File: config.mk
export PLATFORM = sky130hd
export DESIGN_NAME = pc_ras_unit
export DESIGN_NICKNAME = d
export VERILOG_FILES = /design/src/rtl/pc_ras_unit.sv
export SDC_FILE = /design/constraint.sdc
export NUM_CORES = 1
export LEC_CHECK = 0
export ABC_AREA = 1
export CAP_MARGIN = 20
export CORE_ASPECT_RATIO = 1.25
export CORE_MARGIN = 2
export CORE_UTILIZATION = 50
export CTS_CLUSTER_DIAMETER = 30
export CTS_CLUSTER_SIZE = 14
export DETAILED_ROUTE_END_ITERATION = 10
export MAX_ROUTING_LAYER = met4
export PLACE_DENSITY = 0.81
export SYNTH_ARGS = -nofsm -noshare
export SYNTH_HDL_FRONTEND = slang
export SYNTH_SLANG_ARGS = --single-unit
File: constraint.sdc
create_clock -name clk -period 7.14 [get_ports clk]
set_clock_uncertainty 0.2 [all_clocks]
set_input_delay 0.714 -clock clk [delete_from_list [all_inputs] [get_ports clk]]
set_output_delay 0.714 -clock clk [all_outputs]
set_load 0.02 [all_outputs]
File: src/rtl/pc_ras_unit.sv
// ---------------------------------------------------------------------------
// pc_ras_unit
//
// Fetch-stage program counter with a configurable reset vector, an exception
// redirect vector and a circular return-address stack (RAS). The RAS predicts
// the target of `jr $ra` in fetch.
//
// Ports:
//   clk        rising-edge clock
//   reset      asynchronous, active-high reset
//   En         fetch enable; 0 holds the PC and leaves the RAS untouched
//   ExcReq     exception redirect (wins even while stalled)
//   PCSrcD     decode-stage taken branch, target PCBranchD
//   Jump       fetch-stage j/jal, target PCJumpF
//   Call       qualifies Jump as jal (pushes the return address)
//   Ret        fetch-stage `jr $ra`, predicted from the RAS
//   PCF        current fetch PC
//   PCPlus4F   PCF + 4, registered alongside PCF
//   RasTop     top-of-stack entry, 0 when the stack is empty
//   RasEmpty   stack holds no valid entries
//   RasFull    stack holds RAS_DEPTH valid entries
// ---------------------------------------------------------------------------
module pc_ras_unit #(
  parameter int unsigned ADDR_W       = 32,
  parameter logic [ADDR_W-1:0] RESET_VECTOR = 32'h00003000,
  parameter logic [ADDR_W-1:0] EXC_VECTOR   = 32'h00004180,
  parameter int unsigned RAS_DEPTH    = 4,
  parameter int unsigned RAS_PTR_W    = 2
) (
  input  logic              clk,
  input  logic              reset,
  input  logic              En,
  input  logic              ExcReq,
  input  logic              PCSrcD,
  input  logic [ADDR_W-1:0] PCBranchD,
  input  logic              Jump,
  input  logic [ADDR_W-1:0] PCJumpF,
  input  logic              Call,
  input  logic              Ret,
  output logic [ADDR_W-1:0] PCF,
  output logic [ADDR_W-1:0] PCPlus4F,
  output logic [ADDR_W-1:0] RasTop,
  output logic              RasEmpty,
  output logic              RasFull
);

  localparam logic [RAS_PTR_W:0] FULL_COUNT = (RAS_PTR_W+1)'(RAS_DEPTH);

  logic [ADDR_W-1:0]    pc_reg;
  logic [ADDR_W-1:0]    pc_plus4_reg;
  logic [ADDR_W-1:0]    ras_mem [RAS_DEPTH];
  logic [RAS_PTR_W-1:0] ras_ptr;
  logic [RAS_PTR_W:0]   ras_count;

  logic [ADDR_W-1:0]    next_pc;
  logic                 pc_load;
  logic                 ras_push;
  logic                 ras_pop;
  logic                 ras_flush;
  logic [RAS_PTR_W-1:0] ptr_inc;
  logic [RAS_PTR_W-1:0] ptr_dec;

  assign ptr_inc = ras_ptr + RAS_PTR_W'(1);
  assign ptr_dec = ras_ptr - RAS_PTR_W'(1);

  assign PCF      = pc_reg;
  assign PCPlus4F = pc_plus4_reg;
  assign RasEmpty = (ras_count == '0);
  assign RasFull  = (ras_count == FULL_COUNT);
  assign RasTop   = RasEmpty ? '0 : ras_mem[ras_ptr];

  // Redirect selection in priority order; at most one RAS operation results.
  always_comb begin
    next_pc   = pc_plus4_reg;
    pc_load   = 1'b1;
    ras_push  = 1'b0;
    ras_pop   = 1'b0;
    ras_flush = 1'b0;
    if (ExcReq) begin
      next_pc   = EXC_VECTOR;
      ras_flush = 1'b1;
    end else if (!En) begin
      pc_load = 1'b0;
    end else if (PCSrcD) begin
      next_pc = PCBranchD;
    end else if (Jump) begin
      next_pc  = PCJumpF;
      ras_push = Call;
    end else if (Ret && !RasEmpty) begin
      next_pc = RasTop;
      ras_pop = 1'b1;
    end
  end

  // PC and PC+4 are loaded together so they never skew by a cycle.
  always_ff @(posedge clk or posedge reset) begin
    if (reset) begin
      pc_reg       <= RESET_VECTOR;
      pc_plus4_reg <= RESET_VECTOR + ADDR_W'(4);
    end else if (pc_load) begin
      pc_reg       <= next_pc;
      pc_plus4_reg <= next_pc + ADDR_W'(4);
    end
  end

  // Circular stack: a push when full overwrites the oldest slot, which is
  // exactly the slot after the top pointer, so the count simply saturates.
  // A flush only clears the count; stale entries are hidden by RasTop.
  always_ff @(posedge clk or posedge reset) begin
    if (reset) begin
      ras_ptr   <= '0;
      ras_count <= '0;
      for (int i = 0; i < RAS_DEPTH; i++) begin
        ras_mem[i] <= '0;
      end
    end else if (ras_flush) begin
      ras_count <= '0;
    end else if (ras_push) begin
      ras_ptr          <= ptr_inc;
      ras_mem[ptr_inc] <= pc_plus4_reg;
      if (ras_count != FULL_COUNT) begin
        ras_count <= ras_count + (RAS_PTR_W+1)'(1);
      end
    end else if (ras_pop) begin
      ras_ptr   <= ptr_dec;
      ras_count <= ras_count - (RAS_PTR_W+1)'(1);
    end
  end

endmodule
# Word level (Yosys, flattened, before mapping)
# Cells that the tools add are included.
[totals] register_bits=197 inputBits=72 out_inout_bits=98 wordCells=61
[classes] n_addsub=5 order_cmp=3 n_eq_ne=3 n_mux=30 bitwise_logic=3 n_reduce_logical=9
[op_table] operator="two-way mux 32 bit" count=9
[op_table] operator="bitwise mux 128 bit" count=1
[op_table] operator="binary-select mux 32 bit (select 2 bit)" count=1
[op_table] operator="demux 32 bit (select 2 bit)" count=1
[op_table] operator="adder 32 x 3 -> 32 bit (second input constant)" count=1
[op_table] operator="two-way mux 1 bit" count=12
[op_table] operator="two-way mux 3 bit" count=4
[op_table] operator=">= comparator 3 bit (second input constant)" count=2
[op_table] operator="NOT 2 -> 3 bit" count=2
[op_table] operator="AND reduction 2 bit" count=3
[op_table] operator="two-way mux 2 bit" count=2
[op_table] operator="adder 3 x 1 -> 3 bit (second input constant)" count=1
[op_table] operator="== test 3 bit (second input constant)" count=1
[op_table] operator="logical NOT 3 bit" count=1
[op_table] operator="< comparator 3 x 1 -> 1 bit (second input constant)" count=1
[op_table] operator="inequality test 3 x 1 -> 1 bit (second input constant)" count=1
[op_table] operator="inequality test 3 bit (second input constant)" count=1
[op_table] operator="nonzero test 3 bit" count=1
[op_table] operator="subtractor 3 x 1 -> 3 bit (second input constant)" count=1
[op_table] operator="adder 2 x 1 -> 2 bit (second input constant)" count=1
[op_table] operator="logical AND 1 bit" count=2
[op_table] operator="nonzero test 2 bit" count=1
[op_table] operator="subtractor 2 x 1 -> 2 bit (second input constant)" count=1
[op_table] operator="logical NOT 1 bit" count=1
[op_table] operator="NOT 1 bit" count=1

# Depth between registers and ports, before layout
[logic_depth] ltp_word=11 depth_mapped=20 ltp_nobuf=19

# Least setup slack after synthesis
# Ideal clock, no wire load.
[synth_timing] path_type="input-to-reg" from="input En" to="register ras_count[2]" setup_ns=0.082 arrival_time_ns=2.390 t_required_ns=6.858 path_slack_ns=4.467 cell_stages=12 n_path_buf=2 path_cell_list="inv_2 > nor2_1 > inv_1 > buf_2 > buf_6 > nor2_1 > nand2_1 > clkinv_1 > fa_1 > xor2_1 > xor2_1 > o22ai_1"
[synth_via] elab_chain_cells=4 elab_cells_between_ends=9 cone_classes="eq/ne (1); mux (6); reduce/logical (2)"
[synth_rtl] item="start: declaration" line="32" rtl="input logic En,"
[synth_rtl] item="two-way mux 1 bit" line="82" rtl="end else if (!En) begin"
[synth_rtl] item="two-way mux 1 bit" line="79" rtl="if (ExcReq) begin"
[synth_rtl] item="inequality test 3 x 1 -> 1 bit (no line) (tied with other cells)"
[synth_rtl] item="AND reduction 2 bit (no line) or two-way mux 3 bit (tied branches)"
[synth_rtl] item="end signal: assignment" line="122" rtl="ras_count <= ras_count + (RAS_PTR_W+1)'(1);"
[synth_rtl] item="end signal: assignment" line="126" rtl="ras_count <= ras_count - (RAS_PTR_W+1)'(1);"
[synth_rtl] item="end: declaration" line="53" rtl="logic [RAS_PTR_W:0] ras_count;"
# Parallel ways exist; a longest one is shown, timed or not.
# A chain may end at the register's enable or synchronous reset.

# Worst setup path after layout
[layout_timing] from="register ras_ptr[0]" to="output RasTop[16]"
[layout_via] elab_chain_cells=5
[layout_rtl] item="start: declaration" line="52" rtl="logic [RAS_PTR_W-1:0] ras_ptr;"
[layout_rtl] item="start signal: assignment" line="119" rtl="ras_ptr <= ptr_inc;"
[layout_rtl] item="start signal: assignment" line="125" rtl="ras_ptr <= ptr_dec;"
[layout_rtl] item="NOT 2 -> 3 bit (not written as such)" line="70" rtl="assign RasTop = RasEmpty ? '0 : ras_mem[ras_ptr];"
[layout_rtl] item="binary-select mux 32 bit (select 2 bit)" line="70"
[layout_rtl] item="two-way mux 32 bit (not written as such) (2 in series)" line="70"
[layout_rtl] item="two-way mux 32 bit" line="70"
[layout_rtl] item="end: declaration" line="42" rtl="output logic [ADDR_W-1:0] RasTop,"
# Every way passes these cells. The select of a mux whose other input is x is not followed.

==> metrics.cfg <==
[setup_path]
cp_max_fo=48
timing.rr.end=PCPlus4F[22]
cp-start-kind=flip-flop
reg2reg_setup_slack_ns=3.67
cp-end-kind=primary output
r2r_start=ras_ptr[0]
rr_worst_depth=17
critical_path_class=reg2out
cp.required_ns=6.23
arrival_ns=3.04

[global_routing]
grt_usage_pct=29.07
grt_overflow=0
grt_pass1_wl_mm=50.38
antenna_found_initial=0
grt_pass1_vias=9698
grt_max_degree=84

[clocking]
htree_num_levels=4
cts_setup_buffers=0
cts_hold_buf=0
numCtsBuffers=17
clk_latency_ns=0.44
clock_path_buffers=2
cts.clk_slew.worst_paths_ns=0.07
cts_tree=built
cts_num_sinks=195
clockRootBuffer=clkbuf_16
cts_resized=0

[status]
outcome=finished clean

[hold_path]
hp-class=reg2reg
holdPathStages=2
min-delay-start=PCF[13]
min_to=PCF[13]

[synthesis]
yosysTopAreaCell=dfrtp_1
syn_inst=1462
syn_area_per_cell_um2=7.312
synth_area_um2=10690
synth_seq_cells=195
syn_nets=1540
yosysMostFrequentCell=nand2_1
ys_top_cells_by_area=dfrtp_1 (44%), nand2_1 (20%), o21ai_0 (6.9%)
ys_top_cells_by_count=nand2_1 (562), dfrtp_1 (190), o21ai_0 (148)
yosys_warnings=0
synth_top_area_share_pct=44.48
synth_edf_count=0
async_flop_share_pct=100.0
ys_seq_area_share_pct=45.70
synth.distinct_cells=44
ys.flop_type=dfrtp_1

[cells_and_area]
drive_above_1_share_pct=8.573
area_delta_synth_final_pct=22.07
fillers=1820
fin_nets=1663
seq_area_um2=4887
multi_input_area_um2=5015
final_cell_area_um2=13050
diodes=0

[die]
initial_core_util_pct=51.17
coreArea_um2=20890
die_y_um=167.5
io_pins=170
die_w_um=134.8
fp.dieArea_um2=22570
fp-row-count=59

[timing]
fin_tns_setup_ns=0
hold_ws_ns=0.2699
tightest_slew_ns=1.075
final-hold-violation-count=0
fin_crit_sh_pct=55.43
final-setup-viol-count=0
slew_headroom_pct=28.27
final_max_slew_viol_count=0
fmax_ghz=0.2527
grt_setup_unrepaired=no
setup_ws_ns=3.182
post-route-min-period_ns=3.958

[route]
ant_nets=0
wl_per_cell_um=16.78
dr.pass1.iters=6
initialDrtViolationCount=1193
drc_errors=0
vias_per_cell=5.498
vias=10290
finalWirelength_mm=31.41

[placed_design]
io_buffers=169
pre_cts_ws_ns=2.839
dpl-instance-area_um2=12350
gp_congestion=0.9239
place_hpwl_mm=21.48

[pwr]
power_density_nw_per_um2=269.9
leakage_nw=6.094
ir_worst_vdd_mv=0.2015

[run]
cap_violations=0

-- where the power goes --
part	internal, mW	switching [mW]
Combinational	0.385	0.754
Clock	0.564	0.453
Sequential	1.27	0.0991
-- metal layers --
metal	part of all wire [%]	track usage (%)
met5	0	-
met4	2.4	8.375
met3	8.7	4.572
met2	48	44.45
met1	41	40.28
-- worst max-delay path by stage --
stage                    start          end  depth (start not counted)
floorplan                reset       PCF[0]                          1
global placement        ExcReq  ras_mem[19]                          8
detailed placement      ExcReq  ras_mem[81]                          8
CTS                 ras_ptr[0]   RasTop[16]                          7
global route        ras_ptr[0]   RasTop[16]                          7
finish              ras_ptr[0]   RasTop[16]                          7
-- worst max-delay path: stages (launching register included) --
cell and delay (ns):
dfrtp_2 0.41, inv_2 0.68, buf_4 0.39, nand2_1 0.09, nand3_1 0.08, nand2_1 0.11, nor2_1 0.20, clkdlybuf4s50_1 0.64
-- final cells by class --
class | instances | share of cell area, %
clock inverters | 14 | 1.457
inverters | 91 | 2.656
clock buffers | 18 | 3.289
well taps | 274 | 2.627
multi-input cells | 1098 | 38.43
flip-flops and latches | 195 | 37.45
repair buffers | 182 | 14.09
-- cell families (layout without fill, tap and decap cells) --
group | Yosys count | after routing | synth area share (%)
AO/OA/AOI/OAI | 180 | 180 | 9.001
XOR/XNOR | 14 | 14 | 1.147
adder cells (fa/ha/maj) | 6 | 6 | 0.7725
buffers and inverters | 169 | 305 | 7.432
flip-flops | 195 | 195 | 45.70
AND/OR/NAND/NOR | 898 | 898 | 35.94
-- placed cells by master (no fill, tap or decap), types with 3 or more instances in the layout --
cell / n
a21oi_1: 12
inv_8: 4
nor2_2: 9
inv_1: 81
clkbuf_16: 17
nand3_2: 5
nand2_1: 562
nor2_4: 4
buf_4: 9
or2_2: 27
inv_6: 3
clkdlybuf4s50_1: 169
nand2_2: 23
nand4_1: 5
dfstp_2: 5
dfrtp_1: 189
o21ai_0: 148
buf_12: 4
ha_1: 5
xor2_1: 11
bufinv_16: 3
nor2_1: 117
inv_2: 8
xnor2_1: 3
o22ai_1: 4
nand3_1: 136
-- registers in the layout, indices dropped and copies added (netlist names) --
signal,count
ras_count,3
ras_ptr,2
PCF,32
PCPlus4F,30
ras_mem,128
-- per-stage QoR --
step | utilization [%] | power [mW] | cells
floorplan | - | 2.149 | 1462
global placement | 59.12 | 2.467 | 1836
detailed placement | 59.12 | 2.498 | 1836
CTS | 62.08 | 3.507 | 1868
global route | 62.47 | 3.700 | 1872
finish | 62.47 | 3.522 | 1872
Note: power is estimated with default switching activity, not from simulation.
